**config.mk**
```make
export PLATFORM = sky130hd
export DESIGN_NAME = jk_bank_arbiter_flat
export DESIGN_NICKNAME = d
export VERILOG_FILES = /design/src/rtl/jk_bank_arbiter_pkg.sv /design/src/rtl/jk_bank_arbiter_if.sv /design/src/rtl/jk_rr_arbiter.sv /design/src/rtl/jk_bank_arbiter.sv /design/src/flat_wrapper.sv
export SDC_FILE = /design/constraint.sdc
export NUM_CORES = 1
export LEC_CHECK = 0
export ABC_AREA = 1
export CORE_ASPECT_RATIO = 1.1
export CORE_MARGIN = 3
export CORE_UTILIZATION = 52
export DETAILED_ROUTE_END_ITERATION = 8
export HOLD_SLACK_MARGIN = 0.03
export PLACE_DENSITY = 0.81
export SYNTH_ARGS = -nofsm -noshare
export SYNTH_HDL_FRONTEND = slang
export SYNTH_SLANG_ARGS = --single-unit
```
**constraint.sdc**
```tcl
create_clock -name i_clk -period 3.7 [get_ports i_clk]
set_clock_uncertainty 0.2 [all_clocks]
set_input_delay 1.11 -clock i_clk [delete_from_list [all_inputs] [get_ports i_clk]]
set_output_delay 1.11 -clock i_clk [all_outputs]
set_load 0.05 [all_outputs]
```
**src/rtl/jk_bank_arbiter_pkg.sv**
```systemverilog
// Shared definitions for the JK bank arbiter: JK command codes, FSM states
// and the single-bit JK next-state function.
package jk_bank_arbiter_pkg;

    typedef enum logic [1:0] {
        JK_HOLD = 2'b00,
        JK_RST  = 2'b01,
        JK_SET  = 2'b10,
        JK_TGL  = 2'b11
    } jk_cmd_e;

    typedef enum logic {
        ST_IDLE  = 1'b0,
        ST_APPLY = 1'b1
    } state_e;

    function automatic logic jkNext(input jk_cmd_e cmd, input logic q);
        case (cmd)
            JK_RST:  jkNext = 1'b0;
            JK_SET:  jkNext = 1'b1;
            JK_TGL:  jkNext = ~q;
            default: jkNext = q;
        endcase
    endfunction

endpackage

```
**src/rtl/jk_bank_arbiter_if.sv**
```systemverilog
// Requester/bank bus of the JK bank arbiter; the requester side is the master,
// the arbiter is the slave.
interface jk_bank_arbiter_if #(
    parameter int WIDTH = 8,
    parameter int N_REQ = 4,
    parameter int IDX_W = 3
);
    logic                       en;
    logic [N_REQ-1:0]           req;
    logic [2*N_REQ-1:0]         cmd;
    logic [IDX_W*N_REQ-1:0]     idx;
    logic [N_REQ-1:0]           ack;
    logic                       err;
    logic                       busy;
    logic [$clog2(N_REQ)-1:0]   gnt_id;
    logic [WIDTH-1:0]           q;
    logic [WIDTH-1:0]           q_bar;

    modport master (
        output en, req, cmd, idx,
        input  ack, err, busy, gnt_id, q, q_bar
    );

    modport slave (
        input  en, req, cmd, idx,
        output ack, err, busy, gnt_id, q, q_bar
    );
endinterface

```
**src/rtl/jk_rr_arbiter.sv**
```systemverilog
// Combinational round-robin picker: the lowest eligible id at or after the
// pointer wins, searching upward with wrap-around.
module jk_rr_arbiter #(
    parameter  int N_REQ = 4,
    localparam int ID_W  = $clog2(N_REQ)
) (
    input  logic [N_REQ-1:0] i_eligible,
    input  logic [ID_W-1:0]  i_ptr,
    output logic [N_REQ-1:0] o_grant,
    output logic [ID_W-1:0]  o_id,
    output logic             o_valid
);

    always_comb begin
        int  cand;
        logic found;
        o_grant = '0;
        o_id    = '0;
        found   = 1'b0;
        cand    = 0;
        for (int off = 0; off < N_REQ; off++) begin
            cand = int'(i_ptr) + off;
            if (cand >= N_REQ) begin
                cand = cand - N_REQ;
            end
            if (!found && i_eligible[cand]) begin
                found         = 1'b1;
                o_grant[cand] = 1'b1;
                o_id          = ID_W'(cand);
            end
        end
        o_valid = found;
    end

endmodule

```
**src/rtl/jk_bank_arbiter.sv**
```systemverilog
// Round-robin arbiter that applies one requester's JK command per two cycles
// to a shared bank of JK bits (q/q_bar kept complementary).
module jk_bank_arbiter
    import jk_bank_arbiter_pkg::*;
#(
    parameter  int WIDTH = 8,
    parameter  int N_REQ = 4,
    parameter  int IDX_W = 3,
    localparam int ID_W  = $clog2(N_REQ)
) (
    input logic               i_clk,
    input logic               i_rst,
    jk_bank_arbiter_if.slave  bus
);

    state_e           r_state;
    logic [ID_W-1:0]  r_ptr;
    logic [ID_W-1:0]  r_gntId;
    jk_cmd_e          r_cmd;
    logic [IDX_W-1:0] r_idx;
    logic [WIDTH-1:0] r_q;
    logic [WIDTH-1:0] r_qBar;
    logic [N_REQ-1:0] r_ack;
    logic             r_err;
    logic             r_busy;

    logic [N_REQ-1:0] w_eligible;
    logic [N_REQ-1:0] w_grant;
    logic [ID_W-1:0]  w_winId;
    logic             w_valid;
    jk_cmd_e          w_cmd;
    logic [IDX_W-1:0] w_idx;
    logic             w_inRange;
    logic [WIDTH-1:0] w_qNext;

    // A requester being acked this cycle must not win again on the same edge.
    assign w_eligible = bus.req & ~r_ack;

    jk_rr_arbiter #(.N_REQ(N_REQ)) u_arb (
        .i_eligible (w_eligible),
        .i_ptr      (r_ptr),
        .o_grant    (w_grant),
        .o_id       (w_winId),
        .o_valid    (w_valid)
    );

    always_comb begin
        w_cmd = JK_HOLD;
        w_idx = '0;
        for (int r = 0; r < N_REQ; r++) begin
            if (w_grant[r]) begin
                w_cmd = jk_cmd_e'(bus.cmd[2*r +: 2]);
                w_idx = bus.idx[IDX_W*r +: IDX_W];
            end
        end
    end

    assign w_inRange = (int'(r_idx) < WIDTH);

    always_comb begin
        w_qNext = r_q;
        for (int i = 0; i < WIDTH; i++) begin
            if (int'(r_idx) == i) begin
                w_qNext[i] = jkNext(r_cmd, r_q[i]);
            end
        end
    end

    always_ff @(posedge i_clk) begin
        if (i_rst) begin
            r_state <= ST_IDLE;
            r_ptr   <= '0;
            r_gntId <= '0;
            r_cmd   <= JK_HOLD;
            r_idx   <= '0;
            r_q     <= '0;
            r_qBar  <= '1;
            r_ack   <= '0;
            r_err   <= 1'b0;
            r_busy  <= 1'b0;
        end else begin
            case (r_state)
                ST_IDLE: begin
                    r_ack <= '0;
                    r_err <= 1'b0;
                    if (bus.en && w_valid) begin
                        r_gntId <= w_winId;
                        r_cmd   <= w_cmd;
                        r_idx   <= w_idx;
                        r_busy  <= 1'b1;
                        r_state <= ST_APPLY;
                    end
                end
                ST_APPLY: begin
                    r_q     <= w_qNext;
                    r_qBar  <= ~w_qNext;
                    r_ack   <= N_REQ'(1) << r_gntId;
                    r_err   <= ~w_inRange;
                    r_ptr   <= (r_gntId == ID_W'(N_REQ - 1)) ? '0 : r_gntId + 1'b1;
                    r_busy  <= 1'b0;
                    r_state <= ST_IDLE;
                end
                default: r_state <= ST_IDLE;
            endcase
        end
    end

    assign bus.ack    = r_ack;
    assign bus.err    = r_err;
    assign bus.busy   = r_busy;
    assign bus.gnt_id = r_gntId;
    assign bus.q      = r_q;
    assign bus.q_bar  = r_qBar;

endmodule
```
**src/flat_wrapper.sv**
```systemverilog
// flat-port wrapper written by rule: the top's interface ports become plain ports
module jk_bank_arbiter_flat import jk_bank_arbiter_pkg::*;
#(
    parameter  int WIDTH = 8,
    parameter  int N_REQ = 4,
    parameter  int IDX_W = 3,
    localparam int ID_W  = $clog2(N_REQ)
)
  (i_clk, i_rst, bus_en, bus_req, bus_cmd, bus_idx, bus_ack, bus_err, bus_busy, bus_gnt_id, bus_q, bus_q_bar);
  jk_bank_arbiter_if #(.WIDTH(WIDTH), .N_REQ(N_REQ), .IDX_W(IDX_W)) bus_i ();
  input logic i_clk;
  input logic i_rst;
  input wire logic [$bits(bus_i.en)-1:0] bus_en;
  input wire logic [$bits(bus_i.req)-1:0] bus_req;
  input wire logic [$bits(bus_i.cmd)-1:0] bus_cmd;
  input wire logic [$bits(bus_i.idx)-1:0] bus_idx;
  output wire logic [$bits(bus_i.ack)-1:0] bus_ack;
  output wire logic [$bits(bus_i.err)-1:0] bus_err;
  output wire logic [$bits(bus_i.busy)-1:0] bus_busy;
  output wire logic [$bits(bus_i.gnt_id)-1:0] bus_gnt_id;
  output wire logic [$bits(bus_i.q)-1:0] bus_q;
  output wire logic [$bits(bus_i.q_bar)-1:0] bus_q_bar;
  assign bus_i.en = bus_en;
  assign bus_i.req = bus_req;
  assign bus_i.cmd = bus_cmd;
  assign bus_i.idx = bus_idx;
  assign bus_ack = bus_i.ack;
  assign bus_err = bus_i.err;
  assign bus_busy = bus_i.busy;
  assign bus_gnt_id = bus_i.gnt_id;
  assign bus_q = bus_i.q;
  assign bus_q_bar = bus_i.q_bar;
  jk_bank_arbiter #(.WIDTH(WIDTH), .N_REQ(N_REQ), .IDX_W(IDX_W)) u_core (.i_clk(i_clk), .i_rst(i_rst), .bus(bus_i));
endmodule
```
== Word level (Yosys, flattened, before mapping) ==
Index checks and enable logic that the tools add are counted.

* Output and inout bits: 24
* Logic and storage cells: 136
* ROM bits: 0
* Memories kept: 0
* Bits in latches: 0
* RAM bits: 0
* Bits in registers: 31

* Magnitude comparators: 12
* Equality and inequality tests: 12
* Bitwise logic cells: 15
* Shift operators: 1
* Reductions and logical operators: 13
* Add/sub/neg operators: 8
* Multiplexer cells: 66
* $mul: 0
* Div/mod/pow operators: 0

{| class="wikitable"
|+ Operators with widths
! operator !! number
|-
| 32-bit by 1-bit >= comparator with 1-bit output (second input constant) || 4
|-
| 32-bit by 4-bit less-than comparator with 1-bit output (second input constant) || 4
|-
| 32-bit 2-to-1 mux || 4
|-
| 1-bit 2-to-1 mux || 26
|-
| 1-bit case mux with 3 select lines || 8
|-
| 2-bit 2-to-1 mux || 9
|-
| 4-bit 2-to-1 mux || 4
|-
| 3-bit equality test (second input constant) || 4
|-
| 3-bit 2-to-1 mux || 4
|-
| 4-bit OR || 3
|-
| 3-bit by 3-bit subtractor with 4-bit output (second input constant) || 3
|-
| 3-bit >= comparator (second input constant) || 3
|-
| 1-bit NOT || 9
|-
| 1-bit binary-select mux with 2-bit select || 4
|-
| 1-bit demux with 2-bit select || 4
|-
| 1-bit logical AND || 8
|-
| 8-bit NOT || 1
|-
| 4-bit case mux with 2 select lines || 1
|-
| 2-bit by 2-bit adder with 3-bit output (second input constant) || 2
|-
| 2-bit equality test (second input constant) || 3
|-
| 3-bit by 2-bit equality test with 1-bit output (second input constant) || 2
|-
| 4-bit bitwise AND || 1
|-
| 4-bit NOT || 1
|-
| 1-bit case mux with 2 select lines || 2
|-
| other kinds (11) || 13
|}

== Depth between registers and ports, before layout ==
* Word-level depth: 19
* Depth in mapped cells: 14
* Depth with buffers taken out: 14

== By module ==
A second synthesis with hierarchy kept.

* Cell total of the unflattened synthesis: 308
* Area total of the unflattened synthesis: 2,064.5 um^2

{| class="wikitable"
|+ By module, submodules not included
! module !! cells an instance !! seq. area each (um^2) !! area each (um^2) !! instances
|-
| jk_bank_arbiter || 231 || 620.6 || 1,604.0 || 1
|-
| jk_rr_arbiter || 77 || 0.0 || 460.4 || 1
|}

== Worst setup path after synthesis ==
Ideal clock, no wire load.

* Path kind: input to register
* Start: input i_rst
* End: register u_core.r_qBar[7] (netlist: u_core.bus.q_bar[7])
* Buffers on the path: 1
* Stages on the path: 5
* Setup slack: 1.246 ns
* Data arrival time: 2.129 ns
* Cell sequence: clkbuf_1 nor2_1 inv_1 a311oi_1 nor2_1

{| class="wikitable"
|+ RTL lines
! element !! line !! RTL
|-
| start: declaration || flat_wrapper.sv:12 || <nowiki>input logic i_rst;</nowiki>
|-
| end signal: assignment || jk_bank_arbiter.sv:96 || <nowiki>r_qBar <= ~w_qNext;</nowiki>
|-
| end: declaration || jk_bank_arbiter.sv:22 || <nowiki>logic [WIDTH-1:0] r_qBar;</nowiki>
|}

== Worst setup path after layout ==
* Start: register u_core.r_gntId[1] (netlist: u_core.bus.gnt_id[1])
* End: output bus_gnt_id[1]

{| class="wikitable"
|+ RTL lines
! element !! line !! RTL
|-
| start: declaration || jk_bank_arbiter.sv:18 || <nowiki>logic [ID_W-1:0] r_gntId;</nowiki>
|-
| start signal: assignment || jk_bank_arbiter.sv:87 || <nowiki>r_gntId <= w_winId;</nowiki>
|-
| end: declaration || flat_wrapper.sv:20 || <nowiki>output wire logic [$bits(bus_i.gnt_id)-1:0] bus_gnt_id;</nowiki>
|}

No word-level cell between the ends.

==> qor.txt <==
via count -> 1,894
Hold-fix buffers, CTS -> 0
total power -> 0.8854 mW
Slew HR -> 0.6616
Post-Syn Area per Cell -> 7.128 um2
GRT Util Overall -> 0.2281
number of port buffers -> 49
CP Data Required Time -> 2.39 ns
DRT iter0 DRCs -> 75
CTS Sinks -> 31
antenna violations before repair -> 0
Hold Vio Cnt, Final -> 0
CP Capture Type -> output pin
final setup violation count -> 0
Avg WL per Cell -> 12.48 um
syn nets -> 296
DP HPWL -> 3.559 mm
first-pass GRT wire length -> 7.762 mm
Rows -> 22
EDFF count, synth -> 0
Critical Path Fanout Max -> 6
Worst Hold Class -> reg2reg
Seq/Total Area, Yosys -> 0.3336
setup slack, reg-to-reg -> 1.07 ns
FFs w/ async S/R, synth -> 0
root buffer cell -> clkbuf_4
YS warnings -> 0
power density over the cells -> 362.2 nW/um2
Startpoint Class -> register
synthesized instance count -> 261
post-CTS resize count -> 0
Slew Viols, Final -> 0
crit path time final -> 2.926 ns
CP max stage delay -> 0.85 ns
most common cell after layout, fill and taps aside -> clkdlybuf4s50_1
Nets -> 350
Worst EP arrival -> 1.62 ns
clock latency on the worst-skew pair -> 0.33 ns
CTS H-tree lvls -> 2
antenna cell count -> 0
antenna viol nets, final -> 0
GPL Wtd Cong -> 0.8364
Primary FF master, synth -> dfxtp_1
Cell Chain, Critical Path -> clkdlybuf4s50_1
crit path buf inv count -> 1
RSZ-0062 raised after global routing -> false
die height -> 68.74 um
Final Cycle Share -> 0.7908
clk buf depth -> 2
fillers -> 315
Crit path max-delay family -> buffers and inverters
Synth top area share -> 0.3336
fin area -> 2445 um2
worst setup margin -> 0.7741 ns
final routed DRC violation total -> 0
effective utilization at floorplan -> 0.5495
most frequent cells in the layout -> clkdlybuf4s50_1 (49), nand2_1 (40), inv_1 (38)
path type of the worst setup path -> reg2out
number of global-route vias before repair -> 1,796
drt via density -> 5.232
DR pass1 iterations -> 4
Cell Area, Synth -> 1861 um2
outcome -> finished, final reports clean
#FFs+latches synth -> 31
Layout area overhead -> 31.41%
IO Pins -> 51
placed cell areas -> 2404 um2
post-synthesis cell type count -> 28
Place WS -> 0.5584 ns
Post-CTS Repair Setup Buffers -> 0
Max Clk Rate -> 341.8 MHz
maximum VDD drop -> 0.2214 mV
Pleak -> 0.9890 nW
Routed WL -> 4.516 mm
gr ovfl total -> 0
floorplan die area -> 4332 um2
CTS tree -> yes
layout cells sized above 1 -> 0.1019
die width -> 63.03 um
Yosys top cell by area -> dfxtp_1
actual slew at the worst max-slew pin -> 0.5061 ns
total CTS buffers -> 5
CORE AREA -> 3386 um2
total negative slack -> 0 ns
largest net degree at the start of global routing -> 18
clock-pin slew on the worst setup and hold paths -> 0.09 ns
main area contributors after synthesis -> dfxtp_1 (33%), a21oi_1 (8.6%), nand2_1 (8.1%)
slowest CP cell -> clkdlybuf4s50_1
max cap viols -> 0
==> synthesized netlist by cell type, types with 2 or more instances <==
cell type and count:
nand2_1 40, inv_1 38, a21oi_1 32, dfxtp_1 31, nand3_1 22, nor3_1 17
nor2_1 15, o21ai_0 10, ha_1 8, nand3_2 7, o22a_1 7, o22ai_1 6
nand2_2 5, inv_2 4, nand2_4 3, clkbuf_1 2, nor2_2 2, nor2_4 2
==> through the flow <==
stage / cells / hold WS [ns] / utilization
after floorplan: 261 / 0.3448 / -
after global placement: 356 / 0.2584 / 0.7099
after detailed placement: 356 / 0.2513 / 0.7099
after CTS: 362 / 0.2633 / 0.7221
after global routing: 362 / 0.3221 / 0.7221
final: 362 / 0.2614 / 0.7221
==> cell families after synthesis <==
| logic type | after synthesis | synth area share |
|---|---|---|
| and+or+nand+nor | 114 | 0.3181 |
| AOI/OAI and AO/OA | 61 | 0.1977 |
| other | 1 | 0.002016 |
| buffers and inverters | 46 | 0.09482 |
| DFF | 31 | 0.3336 |
| adders and majority gates | 8 | 0.05380 |
==> final timing paths <==
kind	start	endpoint	cells past startpoint
max	u_core.bus.gnt_id[1]	bus_gnt_id[1]	1
max reg2reg	u_core.r_ptr[0]	u_core.r_idx[2]	11
min reg2reg	u_core.bus.busy	u_core.bus.busy	2
min	u_core.bus.busy	u_core.bus.busy	2
==> layout make-up <==
class / count / area, um2 / area share
Clock buffer: 6 / 41.29 / 0.01689
Sequential cell: 31 / 620.6 / 0.2538
Inverter: 43 / 161.4 / 0.06602
Tap cell: 48 / 60.06 / 0.02457
Multi-Input combinational cell: 184 / 1064 / 0.4350
Timing Repair Buffer: 50 / 498.0 / 0.2037
==> flip-flops by register name, summed over array words and instances (netlist names) <==
register	flops
u_core.r_state	1
u_core.bus.busy	1
u_core.bus.q	8
u_core.r_cmd	2
u_core.r_ptr	2
u_core.bus.ack	4
u_core.bus.gnt_id	2
u_core.r_idx	3
u_core.bus.q_bar	8
==> power breakdown <==
part / leakage (nW) / switching [mW] / internal [mW]
sequential: 0.252 / 0.0245 / 0.353
clock: 0.0242 / 0.104 / 0.0674
combinational: 0.712 / 0.216 / 0.121
total: 0.989 / 0.345 / 0.541
==> per-layer routing <==
metal / up-vias / global-route usage / wire, um
met5: - / 0 / 0
met4: 0 / 0.09366 / 73
met3: 8 / 0.05511 / 159
met2: 36 / 0.4229 / 2262
met1: 871 / 0.2537 / 2020
li1: 979 / - / -
Note: power is estimated with default switching activity, not from simulation.
==> edit (same flow settings) <==
Make the reset (`i_rst`) asynchronous in one clocked block.
--- a/src/rtl/jk_bank_arbiter.sv
+++ b/src/rtl/jk_bank_arbiter.sv
@@ -67,5 +67,5 @@
     end
 
-    always_ff @(posedge i_clk) begin
+    always_ff @(posedge i_clk or posedge i_rst) begin
         if (i_rst) begin
             r_state <= ST_IDLE;
Formal check against the unedited RTL: differs if i_rst is asserted again (counterexample within 4 cycles, from zero or initial values and one cycle with i_rst high); with i_rst held inactive, the same outputs for 10 cycles.
==> edit against the original RTL <==
- worst setup slack worse by 3.7 ps
- design area increased by 11%
- area after synthesis is 12% higher
- register-to-register slack about the same
- routed wire length up 4.8%
- sequential cell count unchanged
- cell count increased by 6.6%
- highest routed layer unchanged
Power is not compared: it rests on default switching activity, and its combinational part moved more than twofold at a synthesized area within 25%.
==> edit: results <==
[yosys]
synth_area_leaders = "dfrtp_1 28%, nand2_1 17%, dfstp_2 10%"
synth_fp_nets = 321
netlist-cell-type-count = 28
ys_seq_area_share_pct = 37.9
synth-compound-area-share_pct = 12.4
ys.flop_type = "dfrtp_1"
ys_top_cells_by_count = "93 x nand2_1, 36 x inv_1, 23 x dfrtp_1"
synthArstFlopShare_pct = 100
synthAdderAreaFrac_pct = 6.63

[layout]
drive_above_1_share_pct = 13.1
nFillCells = 294
final_net_count = 373
n_antenna_cell = 0

[run_status]
outcome = "finished, final reports clean"

[worst_setup_path]
max_stage_delay_ps = 800
cp_max_fo = 2
crit_family = "buffers and inverters"

[routing]
antenna_left = 0
vias = 1918
initialDrtViolationCount = 142
wl_per_cell_um = 12.3

[clock_network]
cts-root-buf = "clkbuf_8"
cts.clk_slew.worst_paths_ps = 60
clock_latency_ps = 280

[grt]
grt_max_degree = 32
grt_pass1_wl_mm = 8.34
grt_usage_pct = 22.2

[pwr]
p_leak_nw = 1.33

[timing]
relSlewSlack_pct = 53.6

[placement]
dp_hpwl_mm = 3.55
gp_congestion = 0.897
## edit: cell type report
type,instances,area share (%)
clock buffer,6,3.03
clock inverter,2,1.29
timing repair buffer,50,18.3
multi-input combinational,206,40.6
inverter,41,5.65
sequential,31,28.8
tap,50,2.30
## edit: final timing paths
check / from / end / slack, ps / depth (start not counted)
setup / recovery: u_core.bus.q_bar[6] / bus_q_bar[6] / 770 / 1
hold / removal: u_core.bus.q_bar[7] / u_core.bus.q_bar[7] / 270 / 2
setup reg to reg: u_core.r_ptr[0] / u_core.r_idx[0] / 1070 / 14
hold reg to reg: u_core.bus.q_bar[7] / u_core.bus.q_bar[7] / 270 / 2
max in group asynchronous: i_rst / u_core.bus.q_bar[2] / 1990 / 3
min in group asynchronous: i_rst / u_core.bus.q[7] / 990 / 3
## edit: kinds of logic after synthesis
| logic type | Yosys count |
|---|---|
| other | 1 |
| AOI/OAI and AO/OA | 46 |
| buffers and inverters | 46 |
| adders and majority gates | 11 |
| and+or+nand+nor | 148 |
| DFF | 31 |
## edit: metrics by stage
stage               total power [W]  worst slack [ps]  std cells  instance area, um^2  hold slack (ps)
CTS                         0.00273               758        386                 2720              271
finish                      0.00272               770        386                 2720              270
global route                0.00298               692        386                 2720              304
detailed placement          0.00237               601        378                 2610              256
global placement            0.00234               656        378                 2610              262
floorplan                   0.00194              1280        283                 2080              294
## edit: metal layers
layer  share of wire [%]  routed length, um  track usage [%]
met1                  48               2260             30.9
met2                  45               2150             34.3
met3                 5.5                258             4.18
met4                 1.3                 62             8.58
met5                   0                  0                0
## edit: power groups by stage
stage	logic (W)	clock network (W)	registers (W)
global route	0.00192	0.000365	0.000701
finish	0.00170	0.000340	0.000674
floorplan	0.000987	0	0.000949
global placement	0.00167	0	0.000672
CTS	0.00171	0.000345	0.000674
detailed placement	0.00170	0	0.000674
